<file path="config.mk">
export PLATFORM = sky130hd
export DESIGN_NAME = sol_collector
export DESIGN_NICKNAME = d
export VERILOG_FILES = /design/src/rtl/cube_pkg.sv /design/src/rtl/move_ram16x4.sv /design/src/rtl/sol_collector.sv
export SDC_FILE = /design/constraint.sdc
export NUM_CORES = 1
export LEC_CHECK = 0
export ABC_CLOCK_PERIOD_IN_PS = 2390
export BUFFER_PORTS_ARGS = -buffer_cell sky130_fd_sc_hd__buf_2
export CORE_ASPECT_RATIO = 0.75
export CORE_UTILIZATION = 33
export DETAILED_ROUTE_END_ITERATION = 16
export SETUP_SLACK_MARGIN = 0.15
export SYNTH_ARGS = -nofsm -noshare
export SYNTH_HDL_FRONTEND = slang
export SYNTH_SLANG_ARGS = --single-unit
</file>
<file path="constraint.sdc">
create_clock -name clk -period 2.39 [get_ports clk]
set_clock_uncertainty 0.05 [all_clocks]
set_input_delay 0.1195 -clock clk [delete_from_list [all_inputs] [get_ports clk]]
set_output_delay 0.1195 -clock clk [all_outputs]
set_load 0.02 [all_outputs]
</file>
<file path="src/rtl/cube_pkg.sv">
// Shared move codes and collector state encoding
// for the cube solver output path.
package cube_pkg;

  localparam logic [3:0] MV_FIRST_TURN = 4'h0;
  localparam logic [3:0] MV_LAST_TURN  = 4'hE;
  localparam logic [3:0] MV_TERM       = 4'hF;

  typedef enum logic [1:0] {
    S_IDLE    = 2'd0,
    S_CAPTURE = 2'd1,
    S_DRAIN   = 2'd2
  } state_e;

endpackage

</file>
<file path="src/rtl/move_ram16x4.sv">
// 16x4 move register file: one write port, one
// combinational read port and a flat 64-bit view.
module move_ram16x4 (
  input  logic        clk,
  input  logic        rst,
  input  logic        clr,
  input  logic        we,
  input  logic [3:0]  wa,
  input  logic [3:0]  wd,
  input  logic [3:0]  ra,
  output logic [3:0]  rd,
  output logic [63:0] flat
);

  logic [15:0][3:0] mem;

  always_ff @(posedge clk or posedge rst) begin
    if (rst) begin
      mem <= '0;
    end else if (clr) begin
      mem <= '0;
    end else if (we) begin
      mem[wa] <= wd;
    end
  end

  assign rd   = mem[ra];
  assign flat = mem;

endmodule

</file>
<file path="src/rtl/sol_collector.sv">
// Buffers the solver move stream and hands it to the
// PS side as a packed word and a valid/ready stream.
module sol_collector
  import cube_pkg::*;
#(
  parameter int         DEPTH = 16,
  parameter logic [3:0] TERM  = MV_TERM
) (
  input  logic        clk,
  input  logic        rst,
  input  logic        run,
  input  logic        q,
  input  logic [3:0]  addr,
  input  logic [3:0]  step,
  output logic [63:0] sol,
  output logic [4:0]  len,
  output logic        busy,
  output logic        err,
  output logic [3:0]  mv,
  output logic        mv_valid,
  input  logic        mv_ready,
  output logic        mv_last,
  output logic        done
);

  localparam logic [3:0] LAST_IDX = 4'(DEPTH - 1);

  state_e     state;
  logic [3:0] idx;
  logic [3:0] rp;
  logic [3:0] rd;
  logic       cap;
  logic       drain;
  logic       clr;
  logic       we;
  logic       is_term;

  assign cap     = (state == S_CAPTURE);
  assign drain   = (state == S_DRAIN);
  assign clr     = (state == S_IDLE) && run;
  assign is_term = (step == TERM);
  assign we      = cap && q && !is_term;

  move_ram16x4 u_ram (
    .clk  (clk),
    .rst  (rst),
    .clr  (clr),
    .we   (we),
    .wa   (addr),
    .wd   (step),
    .ra   (rp),
    .rd   (rd),
    .flat (sol)
  );

  assign busy     = (state != S_IDLE);
  assign mv_valid = drain;
  assign mv       = drain ? rd : 4'h0;
  assign mv_last  = drain && ({1'b0, rp} == len - 5'd1);

  always_ff @(posedge clk or posedge rst) begin
    if (rst) begin
      state <= S_IDLE;
      idx   <= '0;
      rp    <= '0;
      len   <= '0;
      err   <= 1'b0;
      done  <= 1'b0;
    end else begin
      done <= 1'b0;
      unique case (state)
        S_IDLE: begin
          if (run) begin
            state <= S_CAPTURE;
            idx   <= '0;
            rp    <= '0;
            len   <= '0;
            err   <= 1'b0;
          end
        end
        S_CAPTURE: begin
          if (q) begin
            if (addr != idx) err <= 1'b1;
            if (!is_term) begin
              idx <= idx + 4'd1;
              len <= {1'b0, idx} + 5'd1;
              // a full buffer ends the solve without a terminator
              if (idx == LAST_IDX) begin
                state <= S_DRAIN;
                rp    <= '0;
              end
            end else if (len == 5'd0) begin
              state <= S_IDLE;
              done  <= 1'b1;
            end else begin
              state <= S_DRAIN;
              rp    <= '0;
            end
          end
        end
        S_DRAIN: begin
          if (mv_ready) begin
            if (mv_last) begin
              state <= S_IDLE;
              rp    <= '0;
              done  <= 1'b1;
            end else begin
              rp <= rp + 4'd1;
            end
          end
        end
        default: state <= S_IDLE;
      endcase
    end
  end

endmodule
</file>
Yosys cells after proc, flatten, opt, wreduce, memory -nomap -nowiden. Cells that the tools add are included.

Add/subtract/negate cells: 4. Order comparisons: 3. Equality and inequality tests: 14. Multiplexer cells: 41. Reductions and logical operators: 16.

Operators with widths (number): $mux W64 (2); $bwmux W64 (1); $mux W4 (12); $bmux W4 S4 (1); $demux W4 S4 (1); $mux W5 (3); $mux W2 (7); $pmux W4 S3 (1); $lt A4 B5 Y1 const B (2); $ne A2 B2 Y1 const B (5); $pmux W5 S2 (1); $add A4 B1 Y4 const B (2); $eq A4 B4 Y1 const B (2); $mux W1 (8); $pmux W4 S2 (1); $reduce_and A4 Y1 (2); $pmux W2 S3 (1); $reduce_and A6 Y1 (1); $reduce_bool A2 Y1 (3); $add A4 B1 Y5 const B (1); $eq A4 B5 Y1 (1); $logic_and A1 B1 Y1 (5); $logic_not A5 Y1 (1); $reduce_and A5 Y1 (1); other kinds (12) (13).

Register bits after elaboration: 81. Output and inout port bits: 78. Word-level logic and storage cells: 100.

Logic depth before layout (Yosys ltp). Gate-level depths: netlist of run 1.

Depth after elaboration: 7. Depth in mapped cells: 9.

Modules after synthesis. Synthesis of run 1 repeated with hierarchy kept, for this count alone.

Cells, all modules: 458. Area, all modules: 4411.7 sq um.

By module, submodules not included: move_ram16x4 (instances 1, cells an instance 350, area each 3392.0 sq um); sol_collector (instances 1, cells an instance 108, area each 1019.7 sq um).

Worst setup path after synthesis of run 1. No wires, ideal clock.

Kind: register -> register. Start point: register len[0]. End point: register rp[3]. Setup time: 0.127 ns. Data arrival time: 2.166 ns. Path slack: 0.047 ns. Cell stages (with the launch flop): 9. Period minus slack after synthesis: 2.343 ns. Cell sequence: dfrtp_1 -> buf_4 -> inv_1 -> ha_1 -> or3b_4 -> a211o_1 -> o41ai_4 -> a2bb2oi_1 -> o31ai_1.

Longest elaborated chain between the ends: 6.

Ends and longest elaborated chain: from (decl) (RTL line sol_collector.sv:16) `output logic [4:0] len,`; from (signal assigned) (RTL line sol_collector.sv:86) `len <= {1'b0, idx} + 5'd1;`; $sub A5 B1 Y5 (RTL line sol_collector.sv:59) `assign mv_last = drain && ({1'b0, rp} == len - 5'd1);`; $eq A4 B5 Y1 (RTL line sol_collector.sv:59); $logic_and A1 B1 Y1 (RTL line sol_collector.sv:59); $mux W4 (RTL line sol_collector.sv:103) `if (mv_last) begin`; $mux W4 (RTL line sol_collector.sv:102) `if (mv_ready) begin`; $pmux W4 S3 (RTL line sol_collector.sv:71) `unique case (state)`; to (signal assigned) (RTL line sol_collector.sv:108) `rp <= rp + 4'd1;`; to (decl) (RTL line sol_collector.sv:30) `logic [3:0] rp;`.

Parallel ways exist; a longest one is shown, timed or not. The select of a mux whose other input is x is not followed. A chain may end at the register's enable or synchronous reset.

Worst setup path in the final report of run 1.
Start point: register rp[0]. End point: output mv[0].

Longest elaborated chain between the ends: 3.

Ends and longest elaborated chain: $bmux W4 S4 (RTL line move_ram16x4.sv:27) `assign rd = mem[ra];`; $mux W4 (implied by the code) (RTL line move_ram16x4.sv:27); $mux W4 (RTL line sol_collector.sv:58) `assign mv = drain ? rd : 4'h0;`; to (decl) (RTL line sol_collector.sv:19) `output logic [3:0] mv,`.

No other way between the ends. The select of a mux whose other input is x is not followed.

==> results of run 1 <==
==> where the power goes <==
| group | internal [mW] | switching [mW] |
|---|---|---|
| registers | 1.42 | 0.125 |
| clock network | 1.15 | 0.545 |
| logic | 0.693 | 1.02 |
==> flip-flops by register name, summed over array words and instances, names as in the netlist <==
| register | flops |
|---|---|
| done | 1 |
| err | 1 |
| len | 5 |
| rp | 4 |
| state | 2 |
| u_ram.flat | 64 |
==> layout make-up <==
type | instances | share of cell area (%)
inverter | 9 | 0.723
timing repair buffer | 116 | 13.1
clock buffer | 10 | 4.32
clock inverter | 6 | 2.42
sequential | 77 | 34.9
tap | 166 | 3.75
multi-input combinational | 292 | 40.8
==> per-layer routing <==
layer	GRT usage, %	routed length, µm	up-vias
met5	0	0	-
met4	4.28	116	0
met3	6.64	1250	9
met2	29.2	5690	170
met1	29.5	6060	1838
li1	-	-	1643
==> critical path, stage by stage (launching register included) <==
cell and delay (ns):
dfrtp_1 0.39, buf_8 0.16, mux4_2 0.56, mux4_2 0.48, and2_4 0.16, buf_6 0.12
==> per-stage QoR <==
step / utilization [%] / instances
finish: 44.4 / 676
global route: 44.4 / 676
CTS: 43.5 / 673
detailed placement: 39.7 / 653
global placement: 39.7 / 653
floorplan: - / 412
==> path summary, 6_finish.rpt <==
kind	end	cells past startpoint	slack [ns]	from
setup / recovery	mv[0]	5	0.001	rp[0]$_DFFE_PP0P_
hold / removal	err$_DFFE_PP0P_	3	0.04	q
setup reg to reg	rp[3]$_DFFE_PP0P_	8	0.14	len[0]$_DFFE_PP0P_
hold reg to reg	err$_DFFE_PP0P_	2	0.48	err$_DFFE_PP0P_
max in group asynchronous	len[0]$_DFFE_PP0P_	4	1.52	rst
min in group asynchronous	u_ram.flat[21]$_DFFE_PP0P_	4	0.40	rst
==> repair_timing <==
action                                 4_1_cts  5_1_grt
gates cloned                                 0        0
hold buffers                                 1        0
pin swaps                                    5        4
endpoints found under the hold margin       77        0
gates resized for setup                     21       21
setup endpoints to repair                    7       42
buffers inserted                             3        3
==> layout by cell type, fill, tap and decap left out, types with 2 or more instances in the layout <==
master	count
nor3_2	2
bufinv_16	4
nor3b_1	2
nor4_4	3
xnor2_1	10
o21ai_2	2
buf_6	8
nor3_4	2
nand2_1	39
nor2_2	2
clkbuf_16	9
ha_1	6
dfrtp_1	74
dfrtp_2	3
nand3_2	2
o21ai_0	28
and2_1	3
buf_2	85
nand2b_1	4
and2_4	5
buf_12	2
nor2_1	52
inv_1	6
o31ai_1	2
buf_4	19
o221ai_1	2
mux2i_1	40
nand3_1	7
o22ai_1	2
a21oi_1	31
mux4_2	20
nand4_1	4
nor2b_1	2
==> kinds of logic (layout without fill, tap and decap cells) <==
logic type | Yosys count | count (layout) | synth area share, %
AO/OA/AOI/OAI | 77 | 77 | 10.5
XOR/XNOR | 10 | 10 | 2.04
flip-flops | 77 | 77 | 44.9
buffers and inverters | 43 | 141 | 4.93
AND/OR/NAND/NOR | 138 | 138 | 15.7
multiplexers | 60 | 60 | 19.8
adder cells (fa/ha/maj) | 7 | 7 | 2.04
==> results.sh, run 1 <==
export IMPL_required_time_at_the_endpoint_of_the_critical_path_ns=2.22
export IMPL_cts_num_sinks=77
export IMPL_hold_violations=0
export IMPL_synth_yosys_seq_area_share_pct=44.9
export IMPL_synthesis_instances=412
export IMPL_status="completed"
export IMPL_grt_first_pass_wirelength_um=20500
export IMPL_multiInputGateArea_um2=2260
export IMPL_ctsRootBufferMaster="clkbuf_16"
export IMPL_worstMarginPinSlew_ns=0.590
export IMPL_dp_worst_setup_slack_ns=0.122
export IMPL_power_ir_vdd_worst_v=0.000438
export IMPL_synthDominantCellAreaShare_pct=44.9
export IMPL_detailedPlacementHpwl_um=9570
export IMPL_rsz0062_at_grt="true"
export IMPL_ys_top_cells_by_area="dfrtp_1 45%, mux4_2 11%, mux2i_1 9.3%, nor2_1 4.8%, a21oi_1 3.6%"
export IMPL_fp_row_count=35
export IMPL_wl_per_cell_um=19.4
export IMPL_synth_largest_area_cell="dfrtp_1"
export IMPL_fin_hold_ws_ns=0.0365
export IMPL_synth_warning_count=0
export IMPL_finalCritPeriodShare_pct=99.9
export IMPL_timing_critical_path_from_type="register"
export IMPL_detail_route_drc_violations=0
export IMPL_die_h_um=101
export IMPL_final_setup_worst_slack_ns=0.00136
export IMPL_synth_area_per_cell_um2=10.4
export IMPL_via_count_of_the_first_global_routing_pass=3475
export IMPL_worstPathMaxFanout=8
export IMPL_antenna_cells=0
export IMPL_cp_data_arrival_time_ns=2.22
export IMPL_netlist_cell_type_count=42
export IMPL_vias_per_cell=5.41
export IMPL_final_period_minus_worst_setup_slack_ns=2.39
export IMPL_first_iter_violations=292
export IMPL_timing_final_setup_violations=0
export IMPL_synth_async_sr_flop_share_pct=100
export IMPL_critical_path_endpoint_type="output pin"
export IMPL_global_route_usage_total_pct=20.3
export IMPL_post_synth_edffs=0
export IMPL_grt_antenna_before_repair=0
export IMPL_yosys_register_bits=77
export IMPL_grt_start_max_net_pins=78
export IMPL_post_synth_instance_area_um2=4290
export IMPL_num_fill_cells=1175
export IMPL_place_congestion=0.835
export IMPL_placed_cell_area_um2=4960
export IMPL_num_nets_final=525
export IMPL_totalNegativeSetupSlack_ns=0
export IMPL_timing_setup_critical_path_class="reg -> out"
export IMPL_die_area_um2=13500
export IMPL_io_buffers=90
export IMPL_floorplan_core_area_um2=12500
export IMPL_clock_tree_buffer_depth=2
export IMPL_io_pins=91
export IMPL_grt_remaining_overflow=0
export IMPL_tritoncts="built"
export IMPL_timing_slew_headroom_pct=60.7
export IMPL_holdCritPathClass="in -> reg"
export IMPL_power_total_mw=4.96
export IMPL_cts_buffers_inserted=9
export IMPL_post_route_cells_drive_above_1_share_pct=36.5
export IMPL_cap_viol_max_count=0
export IMPL_floorplan_initialDensity_pct=34.4
export IMPL_power_density_nw_per_um2=896
export IMPL_power_leakage_nw=2.67
export IMPL_path_clk_slew_ns=0.06
export IMPL_design_area_um2=5540
export IMPL_post_synth_most_frequent_cells="77 x dfrtp_1, 55 x nor2_1, 40 x mux2i_1"
export IMPL_synth_top_flop_cell="dfrtp_1"
export IMPL_wl_um=13100
export IMPL_clkLatencyLatePin_ns=0.33
export IMPL_vias=3660
export IMPL_die_width_um=134
export IMPL_firstDrtPassIters=5
export IMPL_postSynthNetCount=432
export IMPL_maxSlewViolCount=0
export IMPL_seqCellArea_um2=1930
export IMPL_maxClockFrequency_mhz=419
export IMPL_area_growth_pct=29.1
export IMPL_yosys_cell_count_top_type="dfrtp_1"
export IMPL_cts_max_level=3
export IMPL_antenna_left=0
Power figures use the tool's default switching activity.
==> inputs of run 2 (changes only) <==
--- a/config.mk
+++ b/config.mk
@@ -5,11 +5,12 @@
 export SDC_FILE = /design/constraint.sdc
 export NUM_CORES = 1
 export LEC_CHECK = 0
-export ABC_CLOCK_PERIOD_IN_PS = 2390
+export ABC_CLOCK_PERIOD_IN_PS = 1920
 export BUFFER_PORTS_ARGS = -buffer_cell sky130_fd_sc_hd__buf_2
 export CORE_ASPECT_RATIO = 0.75
 export CORE_UTILIZATION = 33
 export DETAILED_ROUTE_END_ITERATION = 16
+export MAX_ROUTING_LAYER = met4
 export SETUP_SLACK_MARGIN = 0.15
 export SYNTH_ARGS = -nofsm -noshare
 export SYNTH_HDL_FRONTEND = slang
==> constraint.sdc (replaced) <==
create_clock -name clk -period 1.92 [get_ports clk]
set_clock_uncertainty 0.05 [all_clocks]
set_input_delay 0.096 -clock clk [delete_from_list [all_inputs] [get_ports clk]]
set_output_delay 0.096 -clock clk [all_outputs]
set_load 0.02 [all_outputs]
==> run 2 against run 1 <==
Compared with the run above:
- the run now ends with setup timing left
- via count rose by 7.5%
- wire length grew 8.7%
- clock power barely moved
- worst setup slack lost 0.47 ns
- non-clock buffer count increased by 61
- first-iteration DRC count is 17% lower
- highest routed layer unchanged
==> results.sh, run 2 (synthesis gave the netlist of run 1 again) <==
export IMPL_status="complete, but fails checks"
export IMPL_failed_checks="setup timing"
export IMPL_wl_per_cell_um=19.4
export IMPL_critical_path_endpoint_type="output pin"
export IMPL_cp_data_arrival_time_ns=2.24
export IMPL_slowest_stage="mux4_2"
export IMPL_wl_um=14300
export IMPL_fin_hold_ws_ns=0.0307
export IMPL_cap_viol_max_count=0
export IMPL_grt_remaining_overflow=0
export IMPL_antenna_cells=0
export IMPL_vias_per_cell=5.34
export IMPL_clock_tree_buffer_depth=2
export IMPL_timing_critical_path_slowest_cell_delay_ns=0.53
export IMPL_detailedPlacementHpwl_um=10300
export IMPL_global_route_usage_total_pct=22.4
export IMPL_rsz0062_at_grt="true"
export IMPL_post_route_cells_drive_above_1_share_pct=48.0
export IMPL_path_clk_slew_ns=0.06
export IMPL_seqCellArea_um2=1930
export IMPL_holdCritPathClass="in -> reg"
export IMPL_power_total_mw=6.40
export IMPL_timing_critical_path_from_type="register"
export IMPL_timing_slew_headroom_pct=64.0
export IMPL_cts_num_sinks=77
export IMPL_grt_antenna_before_repair=0
export IMPL_place_congestion=0.886
export IMPL_final_setup_worst_slack_ns=-0.470
export IMPL_totalNegativeSetupSlack_ns=-4.06
export IMPL_grt_first_pass_wirelength_um=21800
export IMPL_dp_worst_setup_slack_ns=-0.341
export IMPL_crit_path_cell_trace="buf_12 > mux4_2 > mux4_2 > and2_4 > buf_6"
export IMPL_fp_row_count=35
export IMPL_design_area_um2=6190
export IMPL_floorplan_initialDensity_pct=34.4
export IMPL_power_density_nw_per_um2=1030
export IMPL_io_buffers=90
export IMPL_multiInputGateArea_um2=2450
export IMPL_firstDrtPassIters=4
export IMPL_mostFrequentLayoutCells="86 x buf_2, 74 x dfrtp_1, 65 x buf_4"
export IMPL_finalCritPeriodShare_pct=124
export IMPL_vias=3933
export IMPL_maxClockFrequency_mhz=418
export IMPL_final_period_minus_worst_setup_slack_ns=2.39
export IMPL_tritoncts="built"
export IMPL_worstMarginPinSlew_ns=0.538
export IMPL_cts_buffers_inserted=9
export IMPL_number_of_flip_flops_in_the_largest_register=64
export IMPL_die_width_um=134
export IMPL_commonest_non_fill_non_tap_cell_in_the_layout="buf_2"
export IMPL_maxSlewViolCount=0
export IMPL_timing_final_setup_violations=11
export IMPL_num_fill_cells=1132
export IMPL_hold_violations=0
export IMPL_required_time_at_the_endpoint_of_the_critical_path_ns=1.77
export IMPL_worstPathMaxFanout=7
export IMPL_cts_max_level=3
export IMPL_area_growth_pct=44.4
export IMPL_clkLatencyLatePin_ns=0.34
export IMPL_power_leakage_nw=2.98
export IMPL_via_count_of_the_first_global_routing_pass=3763
export IMPL_grt_start_max_net_pins=65
export IMPL_first_iter_violations=242
export IMPL_detail_route_drc_violations=0
export IMPL_die_h_um=101
export IMPL_die_area_um2=13500
export IMPL_power_ir_vdd_worst_v=0.000430
export IMPL_ctsRootBufferMaster="clkbuf_16"
export IMPL_cpMostUsedCell="mux4_2"
export IMPL_timing_setup_critical_path_class="reg -> out"
export IMPL_floorplan_core_area_um2=12500
export IMPL_placed_cell_area_um2=5400
export IMPL_num_nets_final=586
export IMPL_antenna_left=0
export IMPL_io_pins=91
==> run 2: changes by cell type in the layout (fill, tap and decap cells not counted), moves of 5 or more <==
cell     before  now
a21oi_1      31   26
a21oi_2       0    5
buf_4        19   65
buf_6         8   18
nand3_4       0    5
nor2_1       52   46
nor2_4        1    7
o21ai_0      28   16
o21ai_1       1   14
==> run 2: area by class of cell <==
type	count	area share, %
multi-input combinational	292	39.6
sequential	77	31.2
tap	166	3.35
timing repair buffer	177	20.3
inverter	9	0.647
clock inverter	6	1.01
clock buffer	10	3.86
==> run 2: critical path, delay by kind of cell (launching register included) <==
kind,cells,cell delay [ns]
and+or+nand+nor,1,0.17
buffers and inverters,2,0.28
muxes,2,1.02
DFF,1,0.44
==> run 2: what timing repair did <==
action / in CTS / in global routing
pin swaps: 23 / 14
endpoints found under the hold margin: 17 / 0
hold buffers: 2 / 0
endpoints found under the setup margin: 72 / 79
gates cloned: 1 / 1
setup buffers: 11 / 2
resized for setup: 53 / 49
==> run 2: final timing paths <==
path / slack (ns) / to / startpoint / cells past startpoint
setup / recovery: -0.47 / mv[0] / rp[0]$_DFFE_PP0P_ / 5
hold / removal: 0.03 / len[4]$_DFFE_PP0P_ / run / 2
setup reg to reg: -0.34 / rp[3]$_DFFE_PP0P_ / len[1]$_DFFE_PP0P_ / 9
hold reg to reg: 0.50 / u_ram.flat[2]$_DFFE_PP0P_ / u_ram.flat[2]$_DFFE_PP0P_ / 2
max in group asynchronous: 0.78 / u_ram.flat[53]$_DFFE_PP0P_ / rst / 4
min in group asynchronous: 0.30 / u_ram.flat[21]$_DFFE_PP0P_ / rst / 3
==> run 2: metal layers <==
layer	wire length (µm)	part of all wire, %	global-route usage (%)	vias up
met5	0	0	-	-
met4	123	0.86	5.33	0
li1	-	-	-	1765
met1	6830	48	32.7	2009
met2	6250	44	31.5	151
met3	1060	7.4	4.73	8
==> run 2: power by group <==
part	total, mW	internal [mW]	leakage, nW	switching, mW
Clock	1.71	1.04	0.140	0.678
Sequential	1.92	1.77	1.06	0.151
Combinational	2.77	1.26	1.78	1.50
Total	6.40	4.07	2.98	2.33
==> run 2: per-stage QoR <==
stage	instances	utilization (%)
finish	737	49.6
global route	737	49.6
CTS	734	48.1
detailed placement	704	43.2
global placement	704	43.2
floorplan	412	-
==> inputs of run 3 (changes only) <==
--- a/config.mk
+++ b/config.mk
@@ -11,6 +11,7 @@
 export CORE_UTILIZATION = 33
 export DETAILED_ROUTE_END_ITERATION = 16
 export MAX_ROUTING_LAYER = met4
+export PLACE_DENSITY = 0.52
 export SETUP_SLACK_MARGIN = 0.15
 export SYNTH_ARGS = -nofsm -noshare
 export SYNTH_HDL_FRONTEND = slang
==> run 3 against run 2 <==
Compared with the run above:
- the run still ends with setup timing left
- clock-buffer cell count shrank 1
- wire length fell by 1.9%
- sequential power is essentially flat
==> results.sh, run 3 (synthesis gave the netlist of run 1 again) <==
export IMPL_totalNegativeSetupSlack_ns=-4.16
export IMPL_worstMarginPinSlew_ns=0.502
export IMPL_hold_violations=0
export IMPL_clkLatencyLatePin_ns=0.34
export IMPL_required_time_at_the_endpoint_of_the_critical_path_ns=1.77
export IMPL_cpMostUsedCell="mux4_2"
export IMPL_path_clk_slew_ns=0.06
export IMPL_slowest_stage="mux4_2"
export IMPL_via_count_of_the_first_global_routing_pass=3856
export IMPL_power_ir_vdd_worst_v=0.000519
export IMPL_rsz0062_at_grt="true"
export IMPL_die_width_um=134
export IMPL_maxClockFrequency_mhz=409
export IMPL_antenna_cells=0
export IMPL_timing_final_setup_violations=11
export IMPL_power_leakage_nw=3.01
export IMPL_maxSlewViolCount=0
export IMPL_power_total_mw=6.61
export IMPL_place_congestion=0.828
export IMPL_timing_setup_critical_path_class="reg -> out"
export IMPL_power_density_nw_per_um2=1060
export IMPL_wl_um=14000
export IMPL_grt_remaining_overflow=0
export IMPL_first_iter_violations=167
export IMPL_firstDrtPassIters=4
export IMPL_mostFrequentLayoutCells="86 x buf_2, 74 x dfrtp_1, 60 x buf_4"
export IMPL_clock_tree_buffer_depth=2
export IMPL_num_nets_final=583
export IMPL_tritoncts="built"
export IMPL_cts_max_level=3
export IMPL_die_h_um=101
export IMPL_holdCritPathClass="in -> reg"
export IMPL_final_period_minus_worst_setup_slack_ns=2.45
export IMPL_ctsRootBufferMaster="clkbuf_16"
export IMPL_vias=3873
export IMPL_post_route_cells_drive_above_1_share_pct=46.7
export IMPL_layout_core_utilization_pct=49.7
export IMPL_final_setup_worst_slack_ns=-0.526
export IMPL_detailedPlacementHpwl_um=10000
export IMPL_worstPathMaxFanout=7
export IMPL_grt_start_max_net_pins=78
export IMPL_cts_buffers_inserted=9
export IMPL_fin_hold_ws_ns=0.0333
export IMPL_fp_row_count=35
export IMPL_commonest_non_fill_non_tap_cell_in_the_layout="buf_2"
export IMPL_placed_cell_area_um2=5400
export IMPL_vias_per_cell=5.28
export IMPL_timing_critical_path_slowest_cell_delay_ns=0.56
export IMPL_detail_route_drc_violations=0
export IMPL_die_area_um2=13500
export IMPL_timing_slew_headroom_pct=66.3
export IMPL_status="complete, but fails checks"
export IMPL_finalCritPeriodShare_pct=127
export IMPL_io_pins=91
export IMPL_timing_critical_path_from_type="register"
export IMPL_floorplan_initialDensity_pct=34.4
export IMPL_area_growth_pct=44.8
export IMPL_cts_num_sinks=77
export IMPL_number_of_flip_flops_in_the_largest_register=64
export IMPL_critical_path_endpoint_type="output pin"
export IMPL_cap_viol_max_count=0
export IMPL_floorplan_core_area_um2=12500
export IMPL_failed_checks="setup timing"
export IMPL_antenna_left=0
export IMPL_wl_per_cell_um=19.1
export IMPL_grt_first_pass_wirelength_um=22300
export IMPL_grt_antenna_before_repair=0
export IMPL_crit_path_cell_trace="buf_12 > mux4_2 > mux4_2 > and2_4 > buf_6"
export IMPL_cp_data_arrival_time_ns=2.30
export IMPL_io_buffers=90
export IMPL_num_fill_cells=1158
export IMPL_design_area_um2=6210
export IMPL_global_route_usage_total_pct=22.9
run 3: cell count changes in the layout (fill, tap and decap cells not counted), sizes merged:
cell | previous run | this run
bufinv | 1 | 3
dlygate4sd3 | 2 | 3
buf | 175 | 171
clkinvlp | 4 | 1
clkinv | 2 | 4
clkbuf | 10 | 9
run 3: area by class of cell:
| type | instances | area (µm²) | area share, % |
|---|---|---|---|
| Clock buffer | 9 | 225 | 3.63 |
| Clock inverter | 7 | 114 | 1.83 |
| Inverter | 9 | 40.0 | 0.645 |
| Multi-Input combinational cell | 292 | 2430 | 39.2 |
| Sequential cell | 77 | 1930 | 31.1 |
| Tap cell | 166 | 208 | 3.35 |
| Timing Repair Buffer | 174 | 1260 | 20.3 |
run 3: worst paths after layout:
path,cells past startpoint,slack (ns),endpoint,start
worst max-delay path,5,-0.53,mv[0],rp[0]$_DFFE_PP0P_
worst min-delay path,3,0.03,err$_DFFE_PP0P_,q
worst max register to register,10,-0.32,state[1]$_DFFE_PP0P_,len[1]$_DFFE_PP0P_
worst min register to register,2,0.50,u_ram.flat[8]$_DFFE_PP0P_,u_ram.flat[8]$_DFFE_PP0P_
max in group asynchronous,4,1.11,len[1]$_DFFE_PP0P_,rst
min in group asynchronous,4,0.36,u_ram.flat[23]$_DFFE_PP0P_,rst
run 3: layer usage:
layer  global-route usage (%)  share of wire (%)
met1                     34.1                 51
met2                     31.3                 43
met3                     4.37                5.2
met4                     6.29                1.2
met5                        -                  0
run 3: metrics by stage:
stage	setup slack, ns	std cells
floorplan	-0.328	412
global placement	-0.269	701
detailed placement	-0.315	701
CTS	-0.527	731
global route	-0.575	734
finish	-0.526	734
run 3: what timing repair did:
item	in CTS	in global routing
pin swaps	9	10
setup endpoints to repair	67	77
hold buffers	3	0
endpoints found under the hold margin	80	0
cloned	1	1
buffers inserted	10	2
resized for setup	43	50
run 3: report_power, final:
group          total (mW)  leakage (nW)  switching, mW  internal (mW)
clock network        1.96         0.169          0.696           1.26
logic                2.73          1.78           1.48           1.25
registers            1.92          1.06          0.145           1.77
run 3: critical path: cells and delay by family, from the launching register on:
kind                   cells  cell delay [ns]
AND/OR/NAND/NOR            1             0.16
buffers and inverters      2             0.29
multiplexers               2             1.04
flip-flops                 1             0.46
